<file path="src/rtl/router_pkg.sv">
// Shared definitions for the router input port: flit type codes,
// framing FSM states and the default flit width.
package router_pkg;

  localparam int DEFAULT_DATA_WIDTH = 32;

  // Flit type lives in the top three bits of every flit.
  localparam logic [2:0] HEADER = 3'b001;
  localparam logic [2:0] BODY   = 3'b010;
  localparam logic [2:0] TAIL   = 3'b100;

  typedef enum logic {
    IDLE = 1'b0,
    PKT  = 1'b1
  } frame_state_t;

endpackage

</file>
<file path="src/rtl/fifo_mem.sv">
// DEPTH x DATA_WIDTH flit storage: one synchronous write port and one
// combinational read port. Contents are deliberately not reset.
module fifo_mem #(
  parameter int DATA_WIDTH = 32,
  parameter int DEPTH      = 4
) (
  input  logic                     clk,
  input  logic                     we,
  input  logic [$clog2(DEPTH)-1:0] waddr,
  input  logic [DATA_WIDTH-1:0]    wdata,
  input  logic [$clog2(DEPTH)-1:0] raddr,
  output logic [DATA_WIDTH-1:0]    rdata
);

  logic [DATA_WIDTH-1:0] mem [DEPTH];

  // Store the accepted flit at the write pointer.
  always_ff @(posedge clk) begin
    if (we) mem[waddr] <= wdata;
  end

  assign rdata = mem[raddr];

endmodule

</file>
<file path="src/rtl/router_input_fifo.sv">
// Router input port buffer: CTS/DRTS handshake with the upstream arbiter,
// circular flit FIFO drained by five local grants, packet framing checker.
// Optional feature macro: PARITY_CHECK_EN (even parity in bit 0 of each flit).
//
// state | meaning
// IDLE  | between packets, next accepted flit must be a header
// PKT   | inside a packet, expecting body or tail flits
module router_input_fifo
  import router_pkg::*;
#(
  parameter int DATA_WIDTH = DEFAULT_DATA_WIDTH,
  parameter int DEPTH      = 4
) (
  input  logic                  clk,
  input  logic                  rst,
  input  logic [DATA_WIDTH-1:0] RX,
  input  logic                  DRTS,
  output logic                  CTS,
  input  logic                  read_en_N,
  input  logic                  read_en_E,
  input  logic                  read_en_W,
  input  logic                  read_en_S,
  input  logic                  read_en_L,
  output logic [DATA_WIDTH-1:0] Data_out,
  output logic                  empty,
  output logic                  full,
  output logic                  protocol_err,
  output logic                  parity_err
);

  localparam int AW = $clog2(DEPTH);
  localparam logic [AW:0] DEPTH_CNT = (AW+1)'(DEPTH);

  logic [AW-1:0] wr_ptr, rd_ptr;
  logic [AW:0]   count;
  logic          read_en, wr_accept, rd_accept, frame_err;
  logic [2:0]    flit_type;
  frame_state_t  state_q, state_d;

  assign read_en   = read_en_N | read_en_E | read_en_W | read_en_S | read_en_L;
  // full is the registered view, so a read in the same cycle cannot open a slot early.
  assign wr_accept = DRTS & ~CTS & ~full;
  assign rd_accept = read_en & ~empty;
  assign flit_type = RX[DATA_WIDTH-1 -: 3];
  assign empty     = (count == '0);
  assign full      = (count == DEPTH_CNT);

  fifo_mem #(.DATA_WIDTH(DATA_WIDTH), .DEPTH(DEPTH)) u_mem (
    .clk   (clk),
    .we    (wr_accept),
    .waddr (wr_ptr),
    .wdata (RX),
    .raddr (rd_ptr),
    .rdata (Data_out)
  );

  // Handshake pulse, pointers and occupancy count.
  always_ff @(posedge clk or negedge rst) begin
    if (!rst) begin
      CTS    <= 1'b0;
      wr_ptr <= '0;
      rd_ptr <= '0;
      count  <= '0;
    end else begin
      CTS <= wr_accept;
      if (wr_accept) wr_ptr <= wr_ptr + 1'b1;
      if (rd_accept) rd_ptr <= rd_ptr + 1'b1;
      case ({wr_accept, rd_accept})
        2'b10:   count <= count + 1'b1;
        2'b01:   count <= count - 1'b1;
        default: count <= count;
      endcase
    end
  end

  // Framing state register and sticky violation flag.
  always_ff @(posedge clk or negedge rst) begin
    if (!rst) begin
      state_q      <= IDLE;
      protocol_err <= 1'b0;
    end else begin
      state_q      <= state_d;
      protocol_err <= protocol_err | frame_err;
    end
  end

  // Framing next state; illegal types hold the state, a header inside a packet keeps PKT.
  always_comb begin
    state_d   = state_q;
    frame_err = 1'b0;
    if (wr_accept) begin
      case (state_q)
        IDLE: begin
          if (flit_type == HEADER) state_d = PKT;
          else                     frame_err = 1'b1;
        end
        PKT: begin
          if (flit_type == TAIL)      state_d = IDLE;
          else if (flit_type != BODY) frame_err = 1'b1;
        end
        default: state_d = IDLE;
      endcase
    end
  end

`ifdef PARITY_CHECK_EN
  // One-cycle parity fault pulse; CTS blocks back-to-back accepts so it self-clears.
  always_ff @(posedge clk or negedge rst) begin
    if (!rst) parity_err <= 1'b0;
    else      parity_err <= wr_accept & (^RX);
  end
`else
  assign parity_err = 1'b0;
`endif

endmodule
</file>
<file path="config.mk">
export PLATFORM = sky130hd
export DESIGN_NAME = router_input_fifo
export DESIGN_NICKNAME = d
export VERILOG_FILES = /design/src/rtl/router_pkg.sv /design/src/rtl/fifo_mem.sv /design/src/rtl/router_input_fifo.sv
export SDC_FILE = /design/constraint.sdc
export NUM_CORES = 1
export LEC_CHECK = 0
export CORE_MARGIN = 5
export CORE_UTILIZATION = 54
export CTS_BUF_LIST = sky130_fd_sc_hd__clkbuf_4 sky130_fd_sc_hd__clkbuf_8 sky130_fd_sc_hd__clkbuf_16
export DETAILED_ROUTE_END_ITERATION = 12
export PLACE_DENSITY = 0.79
export SLEW_MARGIN = 20
export SYNTH_ARGS = -nofsm -noshare
export SYNTH_HDL_FRONTEND = slang
export SYNTH_SLANG_ARGS = --single-unit
</file>
<file path="constraint.sdc">
create_clock -name clk -period 3.4 [get_ports clk]
set_clock_uncertainty 0.1 [all_clocks]
set_input_delay 0.85 -clock clk [delete_from_list [all_inputs] [get_ports clk]]
set_output_delay 0.85 -clock clk [all_outputs]
set_load 0.02 [all_outputs]
</file>
==> metrics.txt, run 1 <==
status=complete, no violations; cts bufs inserted=17; Port Buffers=75; final setup TNS=0 ps; CP delay by family, top=buffers and inverters; CTS tree=done; Slew Limit Fails=0; TritonCTS Sinks=138; DRT antenna net count=0; Die Ht=108 microns; die area=0.0117 sq mm; post-synth top area share=0.735; crit-path cells=buf_4 > mux4_2 > clkdlybuf4s50_1; Startpoint Class=register; initial drt markers=123; Pre-antenna DRT Iters=4; register area share after synthesis=0.783; Crit Path Class=reg2out; period utilisation layout=0.944; fin nets=366; Placed Instances=433; cts repair resizes=0; Routed WL=8800 microns; initial antenna violation count=0; Gate Count Post-Synth=223; total number of vias=2437; crit path DAT=2260 ps; slowest stage delay, CP=570 ps; dominant synthesized flop cell=edfxtp_1; vias per inst=5.24; top post-synthesis cells by area=edfxtp_1, mux4_2, dfrtp_1; HPWL Detailed=5600 microns; crit end category=output port; P_leak=2.27 nW; num rows=36; GR Util All Layers=0.167; Warnings, synthesis=0; core area=0.00959 sq mm; Netlist cell types=32; ant diodes=0; initial core utilization=0.545; DR WL/cell=18.9 microns; synthesized cell area=0.00523 sq mm; Overflow after GRT=0; Fin. Hold Viols=0; Ports=77; Req. time, crit path=2450 ps; filler cell count=592; Achievable Freq=312 MHz; first-pass GRT wire length=13900 microns; Crit-path slowest cell=clkdlybuf4s50_1; Stages on worst setup path=3; worst hold stages=1; power per cell area=880 mW/mm^2; min-delay worst type=reg2reg; CTS Root Cell=clkbuf_8; Reg clk slew, reported paths=60 ps; #FFs+latches synth=138; crit path buf inv count=2; placer congestion estimate=0.681; R2R cell count=8; Max Cap Viol=0; Worst-Skew Late Latency=510 ps; H-tree levels=4; setup violators final=0; clk buf depth=2; crit path time final=3210 ps; hold slack final=372 ps; vias in the first global route=2645; syn_nets=269; area added between synthesis and finish=29.3%; RSZ-0062 raised after global routing=false; peak supply drop=0.573 mV; share of layout cells above drive strength 1=0.250; Avg Cell Area, Syn=23.4 sq um; largest area contributor in the netlist=edfxtp_1; Post-synth EDFFs=128; number of remaining DRC errors=0; fraction of registers with async set/reset=0.0725; pin count of the biggest net entering global routing=28; post-route insts no fill=465; Die W=108 microns; CP Max Fanout=7
-- flip-flops by register name (all words and copies together), names as in the netlist --
signal        flops
CTS               1
count             3
protocol_err      1
rd_ptr            2
state_q           1
u_mem.mem       128
wr_ptr            2
-- layer usage --
metal / track usage / vias up / part of all wire
met5: 0 / - / 0
met4: 0.0794 / 0 / 0.019
met3: 0.0507 / 13 / 0.050
met2: 0.266 / 67 / 0.51
met1: 0.212 / 1236 / 0.42
li1: - / 1121 / -
-- timing repair --
action / 4_1_cts / 5_1_grt
setup buffers: 1 / 0
endpoints found under the setup margin: 6 / 0
hold buffers: 0 / 0
-- cells in the final DEF, fill, tap and decap left out, types with 3 or more instances in the layout --
cell type,count
clkinv_1,5
and2_2,4
dfrtp_1,8
clkbuf_4,3
edfxtp_1,128
clkbuf_16,16
xnor2_1,4
mux4_2,32
clkinvlp_4,3
ha_1,5
buf_4,8
inv_1,6
buf_12,4
clkdlybuf4s50_1,75
-- final cells by class --
type | count | area (sq um) | area share
Inverter | 7 | 28.8 | 0.00426
Tap cell | 133 | 166 | 0.0246
Timing Repair Buffer | 87 | 891 | 0.132
Clock inverter | 11 | 81.3 | 0.0120
Multi-Input combinational cell | 69 | 1060 | 0.156
Clock buffer | 20 | 437 | 0.0646
Sequential cell | 138 | 4100 | 0.606
-- Yosys cell counts (all sizes together) (2+ instances only) --
cell type	n
ha	5
clkbuf	2
inv	7
edfxtp	128
buf	7
dfrtp	10
xnor2	4
or3b	3
mux4	32
and2	4
xor2	2
nor2	2
-- where the power goes --
part           switching, W  leakage [nW]  internal [W]
clock              0.000605         0.248      0.000970
sequential         0.000121          1.28       0.00219
combinational      0.000991         0.745       0.00108
total               0.00172          2.27       0.00423
-- cells by family after synthesis --
kind of cell,count (synthesis),share of synthesized area
AOI/OAI and AO/OA,7,0.0113
xor gates and xnor gates,6,0.0101
adders and majority gates,6,0.0158
buffers and inverters,16,0.0156
DFF,138,0.783
muxes,34,0.143
other,1,0.000718
and+or+nand+nor,15,0.0206
-- worst paths after layout --
kind,startpoint,endpoint,slack (ps)
max in group asynchronous,rst,rd_ptr[1]$_DFFE_PN0P_,2280
min in group asynchronous,rst,protocol_err$_DFF_PN0_,560
max,rd_ptr[0]$_DFFE_PN0P_,Data_out[22],190
min reg2reg,protocol_err$_DFF_PN0_,protocol_err$_DFF_PN0_,370
min,protocol_err$_DFF_PN0_,protocol_err$_DFF_PN0_,370
max reg2reg,count[0]$_DFFE_PN0P_,count[2]$_DFFE_PN0P_,1280
-- metrics by stage --
step	setup WS (ps)	power, W	utilization	cell area [sq um]
final	191	0.00595	0.704	6760
after global routing	109	0.00625	0.704	6760
after CTS	143	0.00604	0.704	6760
after detailed placement	327	0.00443	0.649	6230
after global placement	387	0.00439	0.649	6230
after floorplan	765	0.00356	-	5230
No activity file was read; power rests on OpenSTA's default activity.
==> inputs of run 2 (changes only) <==
--- a/config.mk
+++ b/config.mk
@@ -8,6 +8,7 @@
 export CORE_MARGIN = 5
 export CORE_UTILIZATION = 54
 export CTS_BUF_LIST = sky130_fd_sc_hd__clkbuf_4 sky130_fd_sc_hd__clkbuf_8 sky130_fd_sc_hd__clkbuf_16
+export CTS_CLUSTER_DIAMETER = 150
 export DETAILED_ROUTE_END_ITERATION = 12
 export PLACE_DENSITY = 0.79
 export SLEW_MARGIN = 20
==> results of run 2 <==
No change in the layout: final DEF, timing and power equal those of run 1.
==> variant, RTL diff (settings of run 1) <==
The option `PARITY_CHECK_EN` is turned on by a define.
--- a/src/rtl/router_input_fifo.sv
+++ b/src/rtl/router_input_fifo.sv
@@ -6,4 +6,6 @@
 // IDLE  | between packets, next accepted flit must be a header
 // PKT   | inside a packet, expecting body or tail flits
+`define PARITY_CHECK_EN
+
 module router_input_fifo
   import router_pkg::*;
Function: changed (a bounded check fails within 4 cycles, from zero or initial values and one cycle with rst low).
==> variant against run 1 <==
Sequential cell count up 1. Hold slack worse by 0.010 ns. Wire length is 8.7% higher. Cell area increased by 4.8%. Synthesized area grew 4.4%. Critical path type unchanged. Setup slack improved by 0.013 ns. Total power up 5.2%.
==> variant: results (changes against run 1) <==
Run status
  • Status: complete, no violations

Global routing
  • Global Route Usage Sum: 16.64% (-0.059 points)
  • Vias in the first global route: 2,883 (+9.0%)
  • First-pass GRT wire length: 15,530 um (+12%)
  • Largest net degree at the start of global routing: 33 (+18%)

Layout
  • Layout cell share with drive strength beyond 1: 21.58% (-3.4 points)
  • Fill cells: 650 (+9.8%)
  • Final nets: 400 (+9.3%)
  • Largest registers: u_mem.mem: 128 flops, count: 3 flops

Detailed routing
  • Via density: 5.309 (+1.3%)
  • Wire length per cell: 19.15 um (+1.3%)
  • 1st-iter DRT viols: 122 (-0.81%)
  • DRT Wirelength: 9558 um (+8.7%)

Synth
  • Yosys warning total: 0 (unchanged)
  • Post-synth ARST share: 7.914% (+0.67 points)
  • Syn avg cell area: 21.23 um2 (-9.4%)
  • Synth cell types: 22 (-31%)
  • Top cells by count, synth: 128 x edfxtp_1, 32 x mux4_2, 30 x xnor2_1, 11 x dfrtp_1, 7 x xor2_1
  • Main area contributors after synthesis: edfxtp_1 70%, mux4_2 13%, dfrtp_1 5.0%, xnor2_1 4.8%, ha_1 1.1%
  • Syn Nets: 303 (+13%)
  • Register area share after synthesis: 75.50% (-2.8 points)
  • Synth Flop Type: edfxtp_1

Placement
  • GPL Wtd Cong: 0.6939 (+1.8%)
  • Cell area after placement: 0.006489 mm2 (+4.1%)
  • Setup Slack @ Placement: 0.4532 ns (+0.1265 ns)
  • Placed insts: 466 (+7.6%)
  • Post-DP HPWL: 5749 um (+2.7%)

Setup path
  • CP max FO: 13 (+6)

Power
  • VDD IR max: 0.5901 mV (+3.1%)
  • Leak pwr: 0.002366 uW (+4.3%)

Timing
  • Min Tclk post-route: 3.196 ns (-0.01293 ns)

Floorplanning
  • Chip width: 110.5 um (+2.0%)
variant: changes by cell type in the layout (fill, tap and decap cells not counted), moves of 3 or more:
cell	change
inv_6	+5
buf_4	-4
xor2_1	+5
nand2_1	+5
clkbuf_4	-3
xnor2_1	+26
a21oi_1	+3
clkinv_1	-4
nor2_1	+4
variant: worst paths after layout:
check / from / end / slack, ns / cells past startpoint
setup / recovery: rd_ptr[0] / Data_out[10] / 0.20 / 3
hold / removal: protocol_err / protocol_err / 0.36 / 1
setup reg to reg: count[0] / count[1] / 1.28 / 7
hold reg to reg: protocol_err / protocol_err / 0.36 / 1
max in group asynchronous: rst / rd_ptr[0] / 2.23 / 1
min in group asynchronous: rst / count[1] / 0.59 / 1
variant: power breakdown:
part,internal (uW),switching [uW]
Sequential,2190,87.2
Combinational,1120,1090
Clock,1060,715
Total,4370,1890
variant: per-stage QoR:
stage	utilization, %	power, uW
final	72.13	6256
after global routing	72.13	6554
after CTS	71.95	6309
after detailed placement	66.08	4528
after global placement	66.08	4494
after floorplan	-	3612
variant: layout make-up:
cell class / instances / area (um2) / share of cell area (%)
timing repair buffer: 86 / 910.9 / 12.86
tap: 133 / 166.4 / 2.349
multi-input combinational: 103 / 1280 / 18.07
sequential: 139 / 4123 / 58.21
inverter: 7 / 26.28 / 0.3710
clock buffer: 17 / 414.1 / 5.847
clock inverter: 14 / 162.7 / 2.296
variant: layer usage:
layer,global-route usage (%),share of wire (%)
met5,0,0
met4,5.911,0.78
met3,5.416,5.1
met2,26.58,51
met1,21.59,43
variant: cells by family (layout without fill, tap and decap cells):
family / count (synthesis) / after routing / synth area share (%)
AO/OA/AOI/OAI: 7 / 7 / 0.6880
XOR/XNOR: 37 / 37 / 5.940
adder cells (fa/ha/maj): 6 / 6 / 1.514
buffers and inverters: 15 / 124 / 1.124
flip-flops: 139 / 139 / 75.50
multiplexers: 33 / 33 / 13.39
AND/OR/NAND/NOR: 20 / 20 / 1.835
variant: repair_timing:
action                                  in CTS  in global routing
gates resized for setup                      0                  1
endpoints found under the setup margin       0                 27
buffers inserted                             0                  2
